## config.mk

```make
export PLATFORM = sky130hd
export DESIGN_NAME = tt_um_quad_phase_frame_rx
export DESIGN_NICKNAME = d
export VERILOG_FILES = /design/src/rtl/quad_phase_rx_pkg.sv /design/src/rtl/qpfr_sync.sv /design/src/rtl/tt_um_quad_phase_frame_rx.sv
export SDC_FILE = /design/constraint.sdc
export NUM_CORES = 1
export LEC_CHECK = 0
export ABC_AREA = 0
export CAP_MARGIN = 0
export CORE_MARGIN = 5
export CORE_UTILIZATION = 42
export DETAILED_ROUTE_END_ITERATION = 7
export PLACE_DENSITY_LB_ADDON = 0.15
export SLEW_MARGIN = 20
export SYNTH_ARGS = -nofsm -noshare
export SYNTH_HDL_FRONTEND = slang
export SYNTH_SLANG_ARGS = --single-unit
```

## constraint.sdc

```tcl
create_clock -name clk -period 1.6 [get_ports clk]
set_input_delay 0.32 -clock clk [delete_from_list [all_inputs] [get_ports clk]]
set_output_delay 0.32 -clock clk [all_outputs]
set_load 0.05 [all_outputs]
```

## src/rtl/quad_phase_rx_pkg.sv

```systemverilog
// Shared types and constants for the quad-phase frame receiver.
// Optional feature macro used by the top: QPFR_FRAME_CNT_EN.
package quad_phase_rx_pkg;

  // Receiver framing state: hunting for a strobe, or locked to frame boundaries
  typedef enum logic [0:0] {
    HUNT = 1'b0,
    LOCK = 1'b1
  } qpfr_state_e;

  localparam int FRAME_BITS = 4;  // bits per lane per frame
  localparam int LANE_COUNT = 2;  // lane A and lane B

  // ui_in pin indices
  localparam int STB_BIT   = 0;
  localparam int LANEA_BIT = 1;
  localparam int LANEB_BIT = 2;
  localparam int CLR_BIT   = 3;

  // uio_out status bit indices
  localparam int VALID_BIT = 0;
  localparam int LOCK_BIT  = 1;
  localparam int ERR_BIT   = 2;

endpackage

```

## src/rtl/qpfr_sync.sv

```systemverilog
// Single-bit multi-flop synchronizer for asynchronous link pins.
// Resets to 0 asynchronously; output is the last stage.
module qpfr_sync #(
  parameter int SYNC_STAGES = 2
) (
  input  logic clk,
  input  logic rst_n,
  input  logic i_d,
  output logic o_q
);

  logic [SYNC_STAGES-1:0] r_sync;

  // Shift the pin value through the synchronizer chain
  always_ff @(posedge clk or negedge rst_n) begin
    if (!rst_n) begin
      r_sync <= '0;
    end else begin
      // NOTE: non-blocking assignment so every stage samples its predecessor's
      // pre-edge value; blocking here would collapse the chain into one flop.
      r_sync <= {r_sync[SYNC_STAGES-2:0], i_d};
    end
  end

  assign o_q = r_sync[SYNC_STAGES-1];

endmodule

```

## src/rtl/tt_um_quad_phase_frame_rx.sv

```systemverilog
// Quad-phase two-lane frame receiver (TinyTapeout top).
// Strobe marks the 4th (last) bit of every frame; each frame of lane A and
// lane B bits, LSB first, is reassembled into uo_out = {B[3:0], A[3:0]}.
// Status on uio_out: [0] word_valid pulse, [1] locked, [2] sticky frame_err.
// Optional macro QPFR_FRAME_CNT_EN adds a 4-bit good-frame counter on
// uio_out[7:4] and drives all uio pins as outputs.
module tt_um_quad_phase_frame_rx
  import quad_phase_rx_pkg::*;
#(
  parameter int SYNC_STAGES   = 2,
  parameter int BITS_PER_LANE = FRAME_BITS  // pinout assumes 4 (8-bit word)
) (
  input  logic       clk,
  input  logic       rst_n,
  input  logic       ena,
  input  logic [7:0] ui_in,
  output logic [7:0] uo_out,
  input  logic [7:0] uio_in,
  output logic [7:0] uio_out,
  output logic [7:0] uio_oe
);

  localparam int                CNT_W    = $clog2(BITS_PER_LANE);
  localparam logic [CNT_W-1:0]  LAST_BIT = CNT_W'(BITS_PER_LANE - 1);

  // Synchronized link pins
  logic [3:0] w_sync;
  logic       w_s_strobe;
  logic       w_s_a;
  logic       w_s_b;
  logic       w_s_clr;

  // FSM and datapath
  qpfr_state_e             r_state;
  qpfr_state_e             w_state_next;
  logic [CNT_W-1:0]        r_count;
  logic [CNT_W-1:0]        w_count_next;
  logic                    w_shift;
  logic                    w_load;
  logic                    w_err_set;
  logic [BITS_PER_LANE-2:0] r_lane_a;
  logic [BITS_PER_LANE-2:0] r_lane_b;
  logic [7:0]              w_word;
  logic [7:0]              r_word;
  logic                    r_valid;
  logic                    r_err;
  logic [3:0]              w_cnt_nib;
  logic [7:0]              w_status;
  logic                    w_unused;

  // One synchronizer per used input pin: strobe, lane A, lane B, err_clear
  for (genvar g = 0; g < 4; g++) begin : g_sync
    qpfr_sync #(
      .SYNC_STAGES(SYNC_STAGES)
    ) u_sync (
      .clk  (clk),
      .rst_n(rst_n),
      .i_d  (ui_in[g]),
      .o_q  (w_sync[g])
    );
  end

  assign w_s_strobe = w_sync[STB_BIT];
  assign w_s_a      = w_sync[LANEA_BIT];
  assign w_s_b      = w_sync[LANEB_BIT];
  assign w_s_clr    = w_sync[CLR_BIT];

  // FSM state and bit-position register
  always_ff @(posedge clk or negedge rst_n) begin
    if (!rst_n) begin
      r_state <= HUNT;
      r_count <= '0;
    end else begin
      r_state <= w_state_next;
      r_count <= w_count_next;
    end
  end

  // Next-state logic: frame boundary tracking and error detection
  always_comb begin
    // NOTE: every output of this block gets a default first, so no path
    // through the case can leave a signal unassigned and infer a latch.
    w_state_next = r_state;
    w_count_next = r_count;
    w_shift      = 1'b0;
    w_load       = 1'b0;
    w_err_set    = 1'b0;
    if (!ena) begin
      w_state_next = HUNT;
      w_count_next = '0;
    end else begin
      unique case (r_state)
        HUNT: begin
          // Data is discarded until a strobe marks a frame boundary
          if (w_s_strobe) begin
            w_state_next = LOCK;
            w_count_next = '0;
          end
        end
        LOCK: begin
          w_shift = 1'b1;
          if (r_count == LAST_BIT) begin
            w_count_next = '0;
            if (w_s_strobe) begin
              w_load = 1'b1;
            end else begin
              // Missing strobe: boundary lost, go back to hunting
              w_err_set    = 1'b1;
              w_state_next = HUNT;
            end
          end else if (w_s_strobe) begin
            // Early strobe: drop the partial frame and realign on this strobe
            w_err_set    = 1'b1;
            w_count_next = '0;
          end else begin
            w_count_next = r_count + CNT_W'(1);
          end
        end
        default: w_state_next = HUNT;
      endcase
    end
  end

  // Completed word: current (last) bit on top of the three shifted-in bits
  assign w_word = {w_s_b, r_lane_b, w_s_a, r_lane_a};

  // Lane shift registers, output word, valid pulse and sticky error
  always_ff @(posedge clk or negedge rst_n) begin
    if (!rst_n) begin
      r_lane_a <= '0;
      r_lane_b <= '0;
      r_word   <= '0;
      r_valid  <= 1'b0;
      r_err    <= 1'b0;
    end else begin
      // LSB arrives first, so shift right; after three shifts bit 0 sits at [0]
      if (w_shift) begin
        r_lane_a <= {w_s_a, r_lane_a[BITS_PER_LANE-2:1]};
        r_lane_b <= {w_s_b, r_lane_b[BITS_PER_LANE-2:1]};
      end
      if (w_load) begin
        r_word <= w_word;
      end
      r_valid <= w_load;
      // Set has priority over clear; the flag is frozen while the tile is disabled
      if (ena) begin
        if (w_err_set) begin
          r_err <= 1'b1;
        end else if (w_s_clr) begin
          r_err <= 1'b0;
        end
      end
    end
  end

`ifdef QPFR_FRAME_CNT_EN
  logic [3:0] r_frame_cnt;

  // Good-frame counter, wraps naturally at 4 bits; cleared only by reset
  always_ff @(posedge clk or negedge rst_n) begin
    if (!rst_n) begin
      r_frame_cnt <= '0;
    end else if (w_load) begin
      r_frame_cnt <= r_frame_cnt + 4'd1;
    end
  end

  assign w_cnt_nib = r_frame_cnt;
  assign uio_oe    = 8'hFF;
`else
  assign w_cnt_nib = 4'h0;
  assign uio_oe    = 8'h0F;
`endif

  // Status byte assembly
  always_comb begin
    w_status            = '0;
    w_status[VALID_BIT] = r_valid;
    w_status[LOCK_BIT]  = (r_state == LOCK);
    w_status[ERR_BIT]   = r_err;
    w_status[7:4]       = w_cnt_nib;
  end

  assign uo_out  = r_word;
  assign uio_out = w_status;

  // Pins with no function in this tile
  assign w_unused = ^{ui_in[7:4], uio_in};

endmodule
```

== Word level (Yosys, flattened, before mapping) ==
Index checks and enable logic that the tools add are counted.

* Register bits: 27
* Output and inout bits: 24
* Word-level logic and storage cells: 37

* Equality and inequality tests: 2
* Reductions and logical operators: 2
* Add/subtract/negate cells: 1
* Muxes and demuxes: 20
* Bitwise logic cells: 1

{| class="wikitable"
|+ Operators with widths
! operator !! number
|-
| two-way mux 1 bit || 14
|-
| two-way mux 2 bit || 4
|-
| one-hot mux 2 bit (2 select lines) || 1
|-
| != test 3 x 2 -> 1 bit, second input constant || 1
|-
| adder 2 x 1 -> 2 bit, second input constant || 1
|-
| equality test 2 bit, second input constant || 1
|-
| one-hot mux 1 bit (2 select lines) || 1
|-
| AND reduction 2 bit || 1
|-
| nonzero test 2 bit || 1
|-
| NOT 1 bit || 1
|}

== Depth between registers and ports, before layout ==
Gate-level depths: netlist of the first run.

* Depth in word-level cells: 6
* Depth in mapped cells: 4
* Gate-level depth less buffers: 4

== By module ==
Synthesis of the first run repeated with hierarchy kept, for this count alone.

* Cells, all modules: 78
* Area, all modules: 1109.8 um^2

{| class="wikitable"
|+ Modules (own cells, without submodules)
! module !! cells each !! area an instance (um^2) !! sequential area each (um^2) !! instances
|-
| tt_um_quad_phase_frame_rx || 70 || 909.6 || 475.5 || 1
|-
| qpfr_sync || 2 || 50.0 || 50.0 || 4
|}

== Worst setup path before layout of the first run ==
Ideal clock, no wire load.

* Path type: flip-flop to flip-flop
* From: register r_count[0]
* To: register r_word[0] (netlist: uo_out[0])
* Arrival: 1271 ps
* Data required time: 1475 ps
* Path buffers: 0
* Path slack: 204 ps
* Cell stages (with the launch flop): 5
* Clock period less this slack: 1396 ps
* Path through: dfrtp_1 > ha_1 > ha_1 > nand3_4 > mux2_2

* Word-level cells in the longest chain between the ends: 4

{| class="wikitable"
|+ Ends and longest elaborated chain
! what !! RTL line !! RTL
|-
| from (decl) || tt_um_quad_phase_frame_rx.sv:36 || <nowiki>logic [CNT_W-1:0] r_count;</nowiki>
|-
| from (signal assigned) || tt_um_quad_phase_frame_rx.sv:75 || <nowiki>r_count <= w_count_next;</nowiki>
|-
| equality test 2 bit || tt_um_quad_phase_frame_rx.sv:102 || <nowiki>if (r_count == LAST_BIT) begin</nowiki>
|-
| two-way mux 1 bit || tt_um_quad_phase_frame_rx.sv:102 ||
|-
| two-way mux 1 bit || tt_um_quad_phase_frame_rx.sv:92 || <nowiki>unique case (r_state)</nowiki>
|-
| two-way mux 1 bit || tt_um_quad_phase_frame_rx.sv:88 || <nowiki>if (!ena) begin</nowiki>
|-
| to (signal assigned) || tt_um_quad_phase_frame_rx.sv:142 || <nowiki>r_word <= w_word;</nowiki>
|-
| to (decl) || tt_um_quad_phase_frame_rx.sv:44 || <nowiki>logic [7:0] r_word;</nowiki>
|}

No other way between the ends.
A chain may end at the register's enable or synchronous reset.

== Worst setup path after layout of the first run ==
* From: register r_count[0]
* To: register r_word[7] (netlist: uo_out[7])

The elaborated chain is that of the path after synthesis.

==> results of run 1 <==
[layer usage]
metal  vias to the layer above  part of all wire, %  global-route usage [%]
met3                         4                   11                   2.725
met4                         0                  2.2                   5.455
met5                         -                    0                       0
li1                        261                    -                       -
met2                        25                   41                   12.69
met1                       269                   45                   11.11
[registers in the layout (all words and copies together) (netlist names)]
signal                cells
r_state                   1
r_lane_a                  3
r_err                     1
r_count                   2
r_valid                   1
r_lane_b                  3
g_sync.u_sync.r_sync      8
uo_out                    8
[cell usage in the layout (no fill, tap or decap)]
| cell | instances |
|---|---|
| clkdlybuf4s50_1 | 6 |
| nand2b_1 | 2 |
| clkbuf_4 | 3 |
| nand2_1 | 2 |
| inv_1 | 2 |
| or2b_1 | 1 |
| conb_1 | 13 |
| o211a_1 | 1 |
| a21oi_1 | 2 |
| or3b_1 | 1 |
| mux2_2 | 14 |
| ha_1 | 3 |
| nand3b_1 | 1 |
| o2bb2ai_1 | 1 |
| dfrtp_1 | 27 |
| buf_12 | 1 |
| nand2_2 | 1 |
| clkinv_2 | 1 |
| buf_4 | 12 |
| nand3_4 | 1 |
[power groups by stage]
stage	Clock [uW]	Combinational (uW)	Sequential [uW]
final	282	197	788
after global routing	334	215	798
after CTS	302	199	789
after detailed placement	0	199	803
after global placement	0	196	801
after floorplan	0	182	789
[cell type report]
cell class / instances / area, um^2 / share of cell area, %
flip-flops and latches: 27 / 675.6 / 53.68
repair buffers: 19 / 170.2 / 13.52
clock inverters: 1 / 5.005 / 0.3976
well taps: 30 / 37.54 / 2.982
clock buffers: 3 / 22.52 / 1.789
multi-input cells: 43 / 340.3 / 27.04
inverters: 2 / 7.507 / 0.5964
[stage by stage]
step / worst slack (ps) / power [uW] / hold slack, ps / cells
finish: 89.99 / 1267 / 346.9 / 125
floorplan: 204.2 / 971.2 / 24.41 / 89
global placement: 84.65 / 997.5 / 332.2 / 121
CTS: 72.63 / 1290 / 347.4 / 125
global route: 0.1730 / 1347 / 369.3 / 125
detailed placement: 79.45 / 1002 / 335.8 / 121
[cell families (layout without fill, tap and decap cells)]
| kind of cell | Yosys count | in the layout | synth area share [%] |
|---|---|---|---|
| flip-flops | 27 | 27 | 60.88 |
| buffers and inverters | 19 | 25 | 12.18 |
| multiplexers | 14 | 14 | 14.21 |
| AND/OR/NAND/NOR | 9 | 9 | 6.089 |
| AO/OA/AOI/OAI | 4 | 4 | 2.593 |
| adder cells (fa/ha/maj) | 3 | 3 | 3.383 |
| other | 2 | 13 | 0.6767 |
[path summary, 6_finish.rpt]
kind | startpoint | to | slack (ps) | cells past startpoint
setup / recovery | r_count[0] | uo_out[7] | 90 | 4
hold / removal | rst_n | g_sync[0].u_sync.r_sync[0] | 350 | 2
setup reg to reg | r_count[0] | uo_out[7] | 90 | 4
hold reg to reg | g_sync[3].u_sync.r_sync[0] | g_sync[3].u_sync.r_sync[1] | 360 | 0
max in group asynchronous | rst_n | g_sync[0].u_sync.r_sync[1] | 1000 | 2
min in group clk | g_sync[3].u_sync.r_sync[0] | g_sync[3].u_sync.r_sync[1] | 360 | 0
==> run_results.csv, run 1 <==
group,metric,value,unit
status,status,"completed",
cells_and_area,final_util,50.35,%
detailed_routing,wl,1.434,mm
floorplan,die_h,61.41,um
critical_path,start_kind,"flip-flop",
place,post-dp-hpwl,1.030,mm
logic_synthesis,ys_seq_area_share,60.88,%
global_routing,grt_max_degree,28,
detailed_routing,vias_per_cell,4.472,
place,dpl_cell_area,1231,um^2
power,p_seq_share,62.2,%
clock_network,cts_resized,0,
critical_path,worstPathArrival,1730,ps
critical_path,crit_family,"adder cells",
sta,finalCritPeriodShare,94.38,%
logic_synthesis,ys_ff_latch,27,
logic_synthesis,synth_cell_types,16,
critical_path,cp_data_required_time,1820,ps
clock_network,clock_sinks,27,
sta,fmax,662.2,MHz
clock_network,cts-root-buf,"clkbuf_4",
logic_synthesis,synth_edf_count,0,
worst_hold_path,hold_path.class,"in -> async",
power,ir_drop,0.7398,mV
clock_network,cts_tree,"done",
global_routing,grt_antenna_before_repair,0,
clock_network,h-tree-depth,1,
job,maxCapViolations,0,
clock_network,ctsHoldBuffers,0,
global_routing,grt_pass1_vias,527,
cells_and_area,diodes,0,
floorplan,dieArea,3771,um^2
cells_and_area,final_area,1259,um^2
critical_path,crit_chain,"ha_1 > ha_1 > nand3_4 > mux2_2",
logic_synthesis,synth_area_leader_cell,"dfrtp_1",
power,pwr-share-clk,22.2,%
logic_synthesis,synth_top_flop_cell,"dfrtp_1",
critical_path,cpMostUsedCell,"ha_1",
global_routing,grt_overflow,0,
logic_synthesis,synth_common_cells,"dfrtp_1 (27), buf_4 (17), mux2_2 (14)",
detailed_routing,drtAntennaViolNets,0,
clock_network,cts_setup_buffers,0,
logic_synthesis,synth_area_per_cell,14.23,um^2
cells_and_area,nFillCells,220,
floorplan,ios,43,
power,intPower,916.1,uW
global_routing,grt_pass1_wl,2.366,mm
logic_synthesis,synth_area,1110,um^2
logic_synthesis,synth_top_cell_area_share,60.88,%
floorplan,num_rows,18,
clock_network,clk-insertion-delay-late,320,ps
critical_path,critPathMaxFanout,9,
detailed_routing,vias,559,
floorplan,die_w,61.41,um
sta,fin_crit,1510,ps
power,power.switching,350.6,uW
sta,final_hold_viol_count,0,
clock_network,clk_pin_slew,130,ps
sta,clock_skew,2.772,ps
critical_path,slowest_stage,"dfrtp_1",
floorplan,core-area,2500,um^2
detailed_routing,drt_iter0_drc,2,
critical_path,timing.critical_path.buf_inv,0,
sta,setup_tns,0,ps
critical_path,max_stage_delay,420,ps
logic_synthesis,syn-instance-count,78,
logic_synthesis,synth.yosys.warnings,0,
clock_network,numCtsBuffers,3,
cells_and_area,drive_above_1_share,34.74,%
place,gp_congestion,0.7256,
place,port_buffers,17,
detailed_routing,drt_pass1_iterations,2,
global_routing,track_usage,8.661,%
logic_synthesis,yosysMostFrequentCell,"dfrtp_1",
logic_synthesis,synthArstFlopShare,100.0,%
cells_and_area,final_net_count,118,
floorplan,start_util,44.39,%
sta,rsz0062_at_grt,"false",
power,p_leak,0.0006481,uW
critical_path,worst_setup_path_end_kind,"flip-flop",
logic_synthesis,synth.area.top_cells,"dfrtp_1 (61%), mux2_2 (14%), buf_4 (11%), ha_1 (3.4%), nand3_4 (1.6%)",
sta,slew_violations,0,
critical_path,path_class,"reg -> reg",
detailed_routing,wl_per_cell,11.47,um
sta,finalSetupViolCount,0,
power,combPwrFrac,15.6,%
power,p_sw_share,27.68,%
detailed_routing,drc_errors,0,
power,cellPowerDensity,1006,nW/um^2
cells_and_area,synthToLayoutAreaGrowth,13.42,%
clock_network,cts_buffer_depth,2,
No activity file was read; power rests on OpenSTA's default activity.
==> run 2: changes to the inputs <==
Settings changed: SYNTH_HIERARCHICAL from default to 1, TNS_END_PERCENT from default to 100.
==> run 2 against run 1 <==
Effect of this change: utilization is 0.40 points higher; area after synthesis stayed put; final area is 0.80% higher; critical endpoint is now uo_out[5].
==> run_results.csv, run 2 <==
group,metric,value,unit
global_routing,grt_pass1_vias,514,
critical_path,crit_chain,"ha_1 > ha_1 > nand3_4 > mux2_2",
critical_path,crit_family,"adder cells",
worst_hold_path,hold_path.class,"in -> async",
power,total_power,1272,uW
detailed_routing,vias_per_cell,4.492,
global_routing,grt_overflow,0,
clock_network,numCtsBuffers,3,
logic_synthesis,synth_edf_count,0,
global_routing,grt_pass1_wl,2.201,mm
logic_synthesis,synth_area,1110,um^2
global_routing,grt_antenna_before_repair,0,
floorplan,core-area,2500,um^2
floorplan,num_rows,18,
critical_path,cp_data_required_time,1810,ps
place,gp_congestion,0.7423,
cells_and_area,nFillCells,238,
clock_network,cts-root-buf,"clkbuf_4",
critical_path,worst_setup_path_end_kind,"flip-flop",
status,status,"completed",
logic_synthesis,synth_area_leader_cell,"dfrtp_1",
power,p_leak,0.0006498,uW
detailed_routing,wl_per_cell,11.41,um
global_routing,grt_max_degree,28,
critical_path,start_kind,"flip-flop",
place,post-dp-hpwl,1.095,mm
sta,slew_violations,0,
sta,fin_crit,1475,ps
sta,finalSetupViolCount,0,
logic_synthesis,ys_seq_area_share,60.88,%
clock_network,cts_resized,0,
critical_path,worstPathArrival,1680,ps
clock_network,cts_tree,"done",
power,cellPowerDensity,1003,nW/um^2
floorplan,die_h,61.41,um
clock_network,ctsHoldBuffers,0,
clock_network,h-tree-depth,1,
critical_path,max_stage_delay,420,ps
logic_synthesis,ys_ff_latch,27,
logic_synthesis,synth_top_cell_area_share,60.88,%
critical_path,cpMostUsedCell,"ha_1",
sta,clock_skew,14.57,ps
clock_network,cts_setup_buffers,0,
logic_synthesis,synth.area.top_cells,"dfrtp_1 (61%), mux2_2 (14%), buf_4 (11%), ha_1 (3.4%), nand3_4 (1.6%)",
logic_synthesis,synth_top_flop_cell,"dfrtp_1",
cells_and_area,drive_above_1_share,35.42,%
cells_and_area,synthToLayoutAreaGrowth,14.32,%
cells_and_area,layout_common_cells,"dfrtp_1 (27), mux2_2 (14), conb_1 (13), buf_4 (13), clkdlybuf4s50_1 (6)",
clock_network,clock_sinks,27,
floorplan,ios,43,
detailed_routing,vias,566,
cells_and_area,layout_commonest_cell,"dfrtp_1",
detailed_routing,wl,1.438,mm
clock_network,clk_pin_slew,150,ps
floorplan,dieArea,3771,um^2
sta,fmax,677.9,MHz
logic_synthesis,synth_area_per_cell,14.23,um^2
global_routing,track_usage,8.056,%
job,maxCapViolations,0,
floorplan,start_util,44.39,%
logic_synthesis,synth_common_cells,"dfrtp_1 (27), buf_4 (17), mux2_2 (14)",
detailed_routing,drt_iter0_drc,2,
logic_synthesis,yosysMostFrequentCell,"dfrtp_1",
clock_network,clk-insertion-delay-late,320,ps
cells_and_area,multi_input_area,340.3,um^2
detailed_routing,drt_pass1_iterations,2,
power,ir_drop,0.6792,mV
sta,finalCritPeriodShare,92.20,%
floorplan,die_w,61.41,um
critical_path,timing.critical_path.buf_inv,0,
sta,final_hold_viol_count,0,
logic_synthesis,syn-instance-count,78,
logic_synthesis,synth.yosys.warnings,6,
critical_path,path_class,"reg -> reg",
critical_path,slowest_stage,"dfrtp_1",
place,port_buffers,17,
logic_synthesis,synthArstFlopShare,100.0,%
logic_synthesis,synth_cell_types,16,
detailed_routing,drc_errors,0,
sta,rsz0062_at_grt,"false",
cells_and_area,diodes,0,
cells_and_area,seqCellArea,675.6,um^2
critical_path,critPathMaxFanout,9,
clock_network,cts_buffer_depth,2,
cells_and_area,final_net_count,119,
detailed_routing,drtAntennaViolNets,0,
sta,setup_tns,0,ps
==> run 2: cell counts after synthesis <==
Identical to the previous run, type by type.
==> run 2: worst reg2reg max path: cells and delay by family, from the launching register on <==
kind / cells / cell delay (ps)
adders and majority gates: 2 / 440
DFF: 1 / 420
muxes: 1 / 350
and+or+nand+nor: 1 / 150
==> run 2: worst paths after layout <==
kind,start,to,slack [ps],cells after the start
worst max register to register,r_count[0],uo_out[5],120,4
worst min-delay path,rst_n,g_sync[2].u_sync/r_sync[0],340,2
worst min register to register,g_sync[0].u_sync/r_sync[0],g_sync[0].u_sync/r_sync[1],370,0
min in group clk,g_sync[0].u_sync/r_sync[0],g_sync[0].u_sync/r_sync[1],370,0
worst max-delay path,r_count[0],uo_out[5],120,4
max in group asynchronous,rst_n,r_count[1],1000,2
==> run 2: layer usage <==
metal / global-route usage (%) / vias to the layer above / share of wire, %
met3: 2.096 / 2 / 12
met2: 13.29 / 26 / 46
met5: 0 / - / 0
met4: 3.636 / 0 / 0.83
li1: - / 263 / -
met1: 9.933 / 275 / 41
==> run 2: final cells by class <==
cell class	count	share of cell area (%)
Tap cell	30	2.959
Sequential cell	27	53.25
Inverter	2	0.5917
Multi-Input combinational cell	43	26.82
Clock inverter	1	0.5917
Timing Repair Buffer	20	14.00
Clock buffer	3	1.775
==> run 2: kinds of logic after synthesis <==
family | after synthesis | synth area share [%]
AO/OA/AOI/OAI | 4 | 2.593
adder cells (fa/ha/maj) | 3 | 3.383
buffers and inverters | 19 | 12.18
flip-flops | 27 | 60.88
multiplexers | 14 | 14.21
other | 2 | 0.6767
AND/OR/NAND/NOR | 9 | 6.089
==> run 2: report_power, final <==
| group | total, uW | internal, uW | switching, uW |
|---|---|---|---|
| logic | 196 | 74.2 | 122 |
| clock network | 288 | 95.3 | 193 |
| registers | 788 | 748 | 39.6 |
==> run 2: stage by stage <==
step                cells  utilization (%)  cell area (um^2)  hold slack [ps]  setup slack [ps]
floorplan              89                -              1151            24.41             210.3
global placement      122            49.55              1239            332.0             79.49
detailed placement    122            49.55              1239            337.9             66.66
CTS                   126            50.75              1269            352.5             105.9
global route          126            50.75              1269            365.4             74.60
finish                126            50.75              1269            339.8             124.8
==> run 3: changes to the inputs <==
Settings changed: HOLD_SLACK_MARGIN from default to 0.15.
==> results of run 3 <==
Same layout as run 2: the final DEF is identical, and so are final timing and power.
